File: config.mk
export PLATFORM = sky130hd
export DESIGN_NAME = overlay_fetch
export DESIGN_NICKNAME = d
export VERILOG_FILES = /design/src/rtl/overlay_fetch.sv
export SDC_FILE = /design/constraint.sdc
export NUM_CORES = 1
export LEC_CHECK = 0
export ABC_AREA = 1
export CAP_MARGIN = 20
export CORE_ASPECT_RATIO = 1.5
export CORE_UTILIZATION = 35
export DETAILED_ROUTE_END_ITERATION = 16
export MAX_ROUTING_LAYER = met4
export PLACE_DENSITY = 0.64
export SLEW_MARGIN = 40
export SYNTH_ARGS = -nofsm -noshare
export SYNTH_HDL_FRONTEND = slang
export SYNTH_SLANG_ARGS = --single-unit
File: constraint.sdc
create_clock -name clk -period 2.85 [get_ports clk]
set_input_delay 0.4275 -clock clk [delete_from_list [all_inputs] [get_ports clk]]
set_output_delay 0.4275 -clock clk [all_outputs]
set_load 0.005 [all_outputs]
File: src/rtl/overlay_fetch.sv
// overlay_fetch
//   Read side of the overlay store. Fetches 32-bit words (two 16-bit {A,B,G,R}
//   pixels, low half first) from the overlay SDRAM channel into a small FIFO
//   and hands out one 4-bit RGBA pixel per active pixel strobe.
//
// Ports
//   clk, reset            system clock, synchronous active-high reset
//   enable                overlay present; low flushes everything and blanks pixels
//   ce_pix                one-clk pixel strobe
//   hblank, vblank        blanking; no pixel consumed while either is high
//   vsync                 rising edge restarts the frame at base_addr
//   base_addr             word address of pixel 0 (even)
//   mem_req / mem_addr    one-cycle read request and its word address
//   mem_ack / mem_dout    one-cycle response strobe and its data
//   pix_r/g/b/a           current overlay pixel
//   underrun              sticky: an active pixel found the FIFO empty
//
// Memory handshake: mem_req is a single-cycle pulse that carries mem_addr.
// At most one request is in flight; the matching mem_ack is a single-cycle
// pulse with mem_dout valid in that same cycle. An ack with nothing in
// flight is ignored. A request that was in flight when the frame restarted
// (or enable dropped) is still waited for, but its data is thrown away.
module overlay_fetch #(
  parameter int ADDR_W     = 24,
  parameter int FIFO_DEPTH = 4
) (
  input  logic              clk,
  input  logic              reset,
  input  logic              enable,
  input  logic              ce_pix,
  input  logic              hblank,
  input  logic              vblank,
  input  logic              vsync,
  input  logic [ADDR_W-1:0] base_addr,
  output logic              mem_req,
  output logic [ADDR_W-1:0] mem_addr,
  input  logic              mem_ack,
  input  logic [31:0]       mem_dout,
  output logic [3:0]        pix_r,
  output logic [3:0]        pix_g,
  output logic [3:0]        pix_b,
  output logic [3:0]        pix_a,
  output logic              underrun
);

  localparam int PTR_W = $clog2(FIFO_DEPTH);
  localparam int CNT_W = $clog2(FIFO_DEPTH + 1);

  logic [31:0]       fifo_q [FIFO_DEPTH];
  logic [PTR_W-1:0]  wr_ptr_q, wr_ptr_d;
  logic [PTR_W-1:0]  rd_ptr_q, rd_ptr_d;
  logic [CNT_W-1:0]  cnt_q, cnt_d;
  logic              vsync_q, vsync_d;
  logic [ADDR_W-1:0] fetch_addr_q, fetch_addr_d;
  logic              pend_q, pend_d;
  logic              drop_q, drop_d;
  logic              half_q, half_d;
  logic              mem_req_q, mem_req_d;
  logic [ADDR_W-1:0] mem_addr_q, mem_addr_d;
  logic [15:0]       pix_q, pix_d;
  logic              underrun_q, underrun_d;

  logic        fs, flush, ack_v, push, pop, consume, issue, fifo_empty;
  logic [31:0] head;

  assign fs         = vsync & ~vsync_q;
  // enable low acts like a frame start held every cycle
  assign flush      = fs | ~enable;
  assign ack_v      = mem_ack & pend_q;
  assign push       = ack_v & ~drop_q & ~flush;
  assign fifo_empty = (cnt_q == '0);
  assign consume    = ce_pix & ~hblank & ~vblank & enable & ~fs;
  // the head word is retired after its upper pixel has been shown
  assign pop        = consume & ~fifo_empty & half_q;
  // only one request in flight, so cnt_q + 1 <= depth guarantees room for its data
  assign issue      = enable & ~fs & ~pend_q & (cnt_q < CNT_W'(FIFO_DEPTH));
  assign head       = fifo_q[rd_ptr_q];

  always_comb begin
    vsync_d      = vsync;
    wr_ptr_d     = wr_ptr_q;
    rd_ptr_d     = rd_ptr_q;
    cnt_d        = cnt_q;
    fetch_addr_d = fetch_addr_q;
    pend_d       = pend_q;
    drop_d       = drop_q;
    half_d       = half_q;
    mem_req_d    = issue;
    mem_addr_d   = mem_addr_q;
    pix_d        = pix_q;
    underrun_d   = underrun_q;

    if (ack_v) begin
      pend_d = 1'b0;
      drop_d = 1'b0;
    end

    if (flush) begin
      wr_ptr_d     = '0;
      rd_ptr_d     = '0;
      cnt_d        = '0;
      half_d       = 1'b0;
      fetch_addr_d = base_addr;
      // an ack arriving right now retires the stale request itself
      if (pend_q && !mem_ack) drop_d = 1'b1;
    end else begin
      if (push) wr_ptr_d = wr_ptr_q + PTR_W'(1);
      if (pop)  rd_ptr_d = rd_ptr_q + PTR_W'(1);
      case ({push, pop})
        2'b10:   cnt_d = cnt_q + CNT_W'(1);
        2'b01:   cnt_d = cnt_q - CNT_W'(1);
        default: cnt_d = cnt_q;
      endcase
      if (issue) begin
        pend_d       = 1'b1;
        mem_addr_d   = fetch_addr_q;
        fetch_addr_d = fetch_addr_q + ADDR_W'(2);
      end
      if (consume) begin
        if (!fifo_empty) begin
          pix_d  = half_q ? head[31:16] : head[15:0];
          half_d = ~half_q;
        end else begin
          // lost slot: half and FIFO untouched, later pixels shift by one
          pix_d      = '0;
          underrun_d = 1'b1;
        end
      end
    end

    if (!enable) pix_d = '0;
    if (fs) underrun_d = 1'b0;
  end

  always_ff @(posedge clk) begin
    if (reset) begin
      vsync_q      <= 1'b0;
      wr_ptr_q     <= '0;
      rd_ptr_q     <= '0;
      cnt_q        <= '0;
      fetch_addr_q <= '0;
      pend_q       <= 1'b0;
      drop_q       <= 1'b0;
      half_q       <= 1'b0;
      mem_req_q    <= 1'b0;
      mem_addr_q   <= '0;
      pix_q        <= '0;
      underrun_q   <= 1'b0;
    end else begin
      vsync_q      <= vsync_d;
      wr_ptr_q     <= wr_ptr_d;
      rd_ptr_q     <= rd_ptr_d;
      cnt_q        <= cnt_d;
      fetch_addr_q <= fetch_addr_d;
      pend_q       <= pend_d;
      drop_q       <= drop_d;
      half_q       <= half_d;
      mem_req_q    <= mem_req_d;
      mem_addr_q   <= mem_addr_d;
      pix_q        <= pix_d;
      underrun_q   <= underrun_d;
    end
  end

  // storage needs no reset: occupancy alone says what is valid
  always_ff @(posedge clk) begin
    if (push) fifo_q[wr_ptr_q] <= mem_dout;
  end

  assign mem_req  = mem_req_q;
  assign mem_addr = mem_addr_q;
  assign pix_r    = pix_q[3:0];
  assign pix_g    = pix_q[7:4];
  assign pix_b    = pix_q[11:8];
  assign pix_a    = pix_q[15:12];
  assign underrun = underrun_q;

endmodule

* After elaboration in Yosys (flattened, before gate mapping)
Memory sizes are Yosys's and may differ from the RTL's. A register that Yosys moved wholly into a read port is not among the register bits.
Cells that the tools add are included.
** Storage, ports and cells
- Bits of input ports :: 64
- Memories :: 1
- Latch bits :: 0
- Memory bits (read-only) :: 0
- Bits in writable memories :: 128
- Output and inout port bits :: 42
- Register bits :: 77
- Logic and storage cells :: 72
** Cells by class
- Multiply operators :: 0
- Shifts and indexed selects :: 0
- Bitwise logic cells :: 24
- Div/mod/pow operators :: 0
- Magnitude comparators :: 1
- Reductions and logical operators :: 12
- Equality and inequality tests :: 2
- Add/subtract/negate cells :: 5
- Muxes and demuxes :: 15
** Memory list
- fifo_q :: depth 4, bits a word 32, read ports 1, clocked after memory_dff 1, wr ports 1, RTL line 49 : logic [31:0] fifo_q [FIFO_DEPTH];
** Operators by type and width (count)
- $mux W24 :: 2
- $mux W16 :: 2
- $add A24 B2 Y24 const B :: 1
- $and A1 B1 Y1 :: 13
- $not A1 Y1 :: 10
- $mux W1 :: 8
- $pmux W3 S2 :: 1
- $reduce_and A2 Y1 :: 3
- $reduce_or A2 Y1 :: 3
- $add A2 B1 Y2 const B :: 2
- $mux W2 :: 2
- $reduce_bool A2 Y1 :: 2
- $add A3 B1 Y3 const B :: 1
- $logic_not A3 Y1 :: 1
- $lt A3 B3 Y1 const B :: 1
- $reduce_and A3 Y1 :: 1
- $sub A3 B1 Y3 const B :: 1
- $eq A2 B1 Y1 const B :: 1
- $eq A2 B2 Y1 const B :: 1
- $logic_and A1 B1 Y1 :: 1
- $logic_not A1 Y1 :: 1
- $or A1 B1 Y1 :: 1

* Logic depth before layout (Yosys ltp)
- Depth after elaboration :: 9
- Gate-level depth with buffers :: 15
- Mapped depth without buffers :: 15

* Worst setup path before layout
OpenSTA, ideal clock, no wires.
- Path kind :: input to register
- From :: input port vsync
- To :: memory fifo_q[0][0] (enable)
- Data required time :: 2.429 ns
- Arrival :: 2.417 ns
- Path slack :: 0.012 ns
- Path buffers :: 0
- Cell stages on the path :: 6
- Setup time :: 0.421 ns
- Path through :: nand2_2 nand2_4 or2_2 nor2_1 inv_2 nor2_1
** Between the ends
- Word-level cells in the longest chain between the ends :: 6
** RTL lines
- start: declaration :: RTL line 33 : input logic vsync,
- $and A1 B1 Y1 :: RTL line 66 : assign fs = vsync & ~vsync_q;
- $or A1 B1 Y1 :: RTL line 68 : assign flush = fs | ~enable;
- $not A1 Y1 (no line)
- $and A1 B1 Y1 :: RTL line 70 : assign push = ack_v & ~drop_q & ~flush;
- $mux W1 :: RTL line 167 : if (push) fifo_q[wr_ptr_q] <= mem_dout;
- $mux W1 (not written as such) :: RTL line 167
- end: declaration :: RTL line 49
No other way between the ends.

* Worst setup path after layout
- From :: register cnt_q[2]
- To :: register cnt_q[1]
** Between the ends
- Word-level cells in the longest chain between the ends :: 6
- Elaborated cells on any way between the ends :: 8
- Those cells by class :: eq/ne (2); mux (1); bitwise (3); reduce/logical (2)
** RTL lines
- start: declaration :: RTL line 52 : logic [CNT_W-1:0] cnt_q, cnt_d;
- start signal: assignment :: RTL line 153 : cnt_q <= cnt_d;
- $logic_not A3 Y1 * :: RTL line 71 : assign fifo_empty = (cnt_q == '0);
- $not A1 Y1 (no line) *
- $and A1 B1 Y1 * (2 in series) :: RTL line 74 : assign pop = consume & ~fifo_empty & half_q;
- via pop :: RTL line 63 : logic fs, flush, ack_v, push, pop, consume, issue, fifo_empty;
- $eq A2 B1 Y1 or $eq A2 B2 Y1 (tied branches) :: RTL line 109 : case ({push, pop})
- $pmux W3 S2 or $reduce_bool A2 Y1 (tied branches)
Mark *: on every way through the listed nets, which the timed path passes. The rest lies on a longest branch.
A chain may end at the register's enable or synchronous reset.

==> metrics.csv <==
metric;value;unit
share of layout cells above drive strength 1;8.04;%
starting density of the core;35.9;%
H-tree levels;1;
Synth Register Bits;207;
sw frac;21.4;%
Worst Skew;0.0117;ns
vias in the first global route;6203;
WP data required;3.27;ns
Psw;1.36;mW
DRT Pass-1 Iters;4;
min cycle time layout;2.13;ns
worst slack, placed;0.227;ns
core area;23800;um^2
latest clock arrival within the worst-skew pair;0.49;ns
Inserted Clock Buffers;21;
Worst Setup End Kind;register;
die width;130;um
RSZ-0062 raised after global routing;false;
hold depth;2;
Leakage;3.71;nW
count of input and output buffers;105;
fin crit share;74.8;%
Synth warnings;0;
CP startpoint kind;register;
final wirelength;20.3;mm
Power Density;595;nW/um^2
final setup fails;0;
Vias per Instance;4.92;
# resized after CTS;0;
Synth-to-Final Area Change;24.8;%
cells after synthesis;865;
total global-route track usage;16.9;%
clk buf depth;3;
Inserted Diodes;0;
Vias;6401;
most frequent cells in the layout;nor2_1, edfxtp_1, nand2_1, clkdlybuf4s50_1, o21ai_0;
Final ANT Viol Nets;0;
max-slew violations;0;
global placer's final weighted congestion;0.854;
final hold viol count;0;
Avg Inst Size Synth;9.88;um^2
nets@finish;1040;
worst rel slew slack;55.2;%
Worst Hold Class;register to register;
post-synthesis net count;936;
mapped cell area;8540;um^2
R2R depth;10;
reg2reg start;cnt_q[2];
CTS root buffer;clkbuf_16;
Hold Path End;mem_addr[0];
Hold Crit Start;fetch_addr_q[0];
I/O Pins;106;
dpl hpwl;13.4;mm
post-synthesis sequential area ratio;63.5;%
mean routed wirelength per cell;15.6;um
initial detailed-routing violation count;345;
Clk network pwr share;42.0;%
Comb pwr share;6.1;%
first-pass GRT wire length;31.9;mm
Critical Setup Path Class;register to register;
share of power burned in registers;51.9;%
largest net degree at the start of global routing;65;
Post-CTS Setup Inserts;0;
Die ar.;25100;um^2
P_int;4.99;mW
Worst Tran Pin Value;0.671;ns
TritonCTS Sinks;207;
fin util;44.8;%
most common library cell in the layout ignoring fill and taps;nor2_1;
number of max-cap violations;0;
CTS Hold Bufs;0;
initial antenna violation count;0;
final worst slack;0.718;ns
Yosys cell types;35;
Post-route DRC;0;
peak supply drop;0.000488;V
worst-path maximum fanout;7;
Peak Freq;0.469;GHz
Worst R2R End;cnt_q[1];
CTS tree;built;
Site Rows;69;
grt ovf;0;
die height;193;um
flop-to-flop setup slack;0.72;ns
Arr. time, crit path;2.55;ns
Clock transition at path regs;0.06;ns
crit path launch;cnt_q[2];
status;complete, no violations;
final setup TNS;0;ns
## registers in the layout, summed over array words and instances, names as in the netlist, named ones only
signal / cells
fifo_q: 128
fetch_addr_q: 24
mem_addr: 24
pix_q: 16
cnt_q: 3
rd_ptr_q: 2
wr_ptr_q: 2
half_q: 1
mem_req: 1
pend_q: 1
underrun: 1
vsync_q: 1
## power by group through the flow
stage	clock, mW	sequential (mW)	combinational, mW
6_report	2.67	3.30	0.385
5_1_grt	2.84	3.30	0.427
4_1_cts	2.73	3.29	0.388
3_5_place_dp	0	3.36	0.385
3_3_place_gp	0	3.36	0.381
2_1_floorplan	0	3.35	0.170
## cell families after synthesis
family | after synthesis | synth area share (%)
AND/OR/NAND/NOR | 333 | 16.5
AO/OA/AOI/OAI | 213 | 13.7
flip-flops | 207 | 63.5
buffers and inverters | 105 | 5.18
adder cells (fa/ha/maj) | 7 | 1.11
## cell usage after synthesis, drive strengths merged
cell / number / share of area (%)
nor3b: 1 / 0.22
clkinv: 1 / 0.059
o31ai: 1 / 0.088
a22oi: 1 / 0.088
a211oi: 4 / 0.35
nor3: 5 / 0.29
inv: 61 / 2.7
or2: 4 / 0.29
a31oi: 1 / 0.073
nand2: 127 / 5.8
dfxtp: 79 / 19
fa: 1 / 0.23
o2111ai: 1 / 0.10
o22ai: 11 / 0.81
o21bai: 1 / 0.088
nand3: 40 / 2.3
o21ai: 107 / 6.3
nor2: 149 / 7.0
ha: 6 / 0.88
a21oi: 59 / 3.5
o211ai: 26 / 2.3
o221ai: 1 / 0.10
buf: 26 / 1.7
nand4: 7 / 0.51
edfxtp: 128 / 45
clkbuf: 17 / 0.76
## critical path, cell delays in order, from the launching register on
cell and delay (ns):
dfxtp_1 0.35, nor3_1 0.53, nor2_4 0.08, nand2_2 0.08
clkinv_2 0.09, ha_1 0.19, inv_1 0.10, fa_1 0.42
nor2_1 0.09, a21oi_1 0.05, nor2_1 0.10
## per-layer routing
layer  share of wire, %  GRT usage (%)
met5                  0              -
met4                3.2           6.59
met3                5.2           2.35
met2                 53           30.2
met1                 39           18.6
## area by class of cell
cell class / count / area [um^2]
clock buffer: 25 / 551
clock inverter: 12 / 113
fill: 2309 / 13200
inverter: 62 / 234
multi-input combinational: 553 / 2690
sequential: 207 / 5430
tap: 319 / 399
timing repair buffer: 124 / 1260
## worst max path at each step
stage,end,depth (start not counted)
2_1_floorplan,fifo_q[0][0],6
3_3_place_gp,cnt_q[2],13
3_5_place_dp,cnt_q[2],13
4_1_cts,cnt_q[1],10
5_1_grt,cnt_q[1],10
6_report,cnt_q[1],10
## metrics by stage
step                total power [mW]  hold slack (ns)  cell area (um^2)  cells
floorplan                       3.51            0.414              8540    865
global placement                3.74            0.438             10000   1265
detailed placement              3.74            0.445             10000   1265
CTS                             6.41            0.458             10700   1302
global route                    6.57            0.477             10700   1302
finish                          6.35            0.453             10700   1302
(Power assumes the default switching activity.)
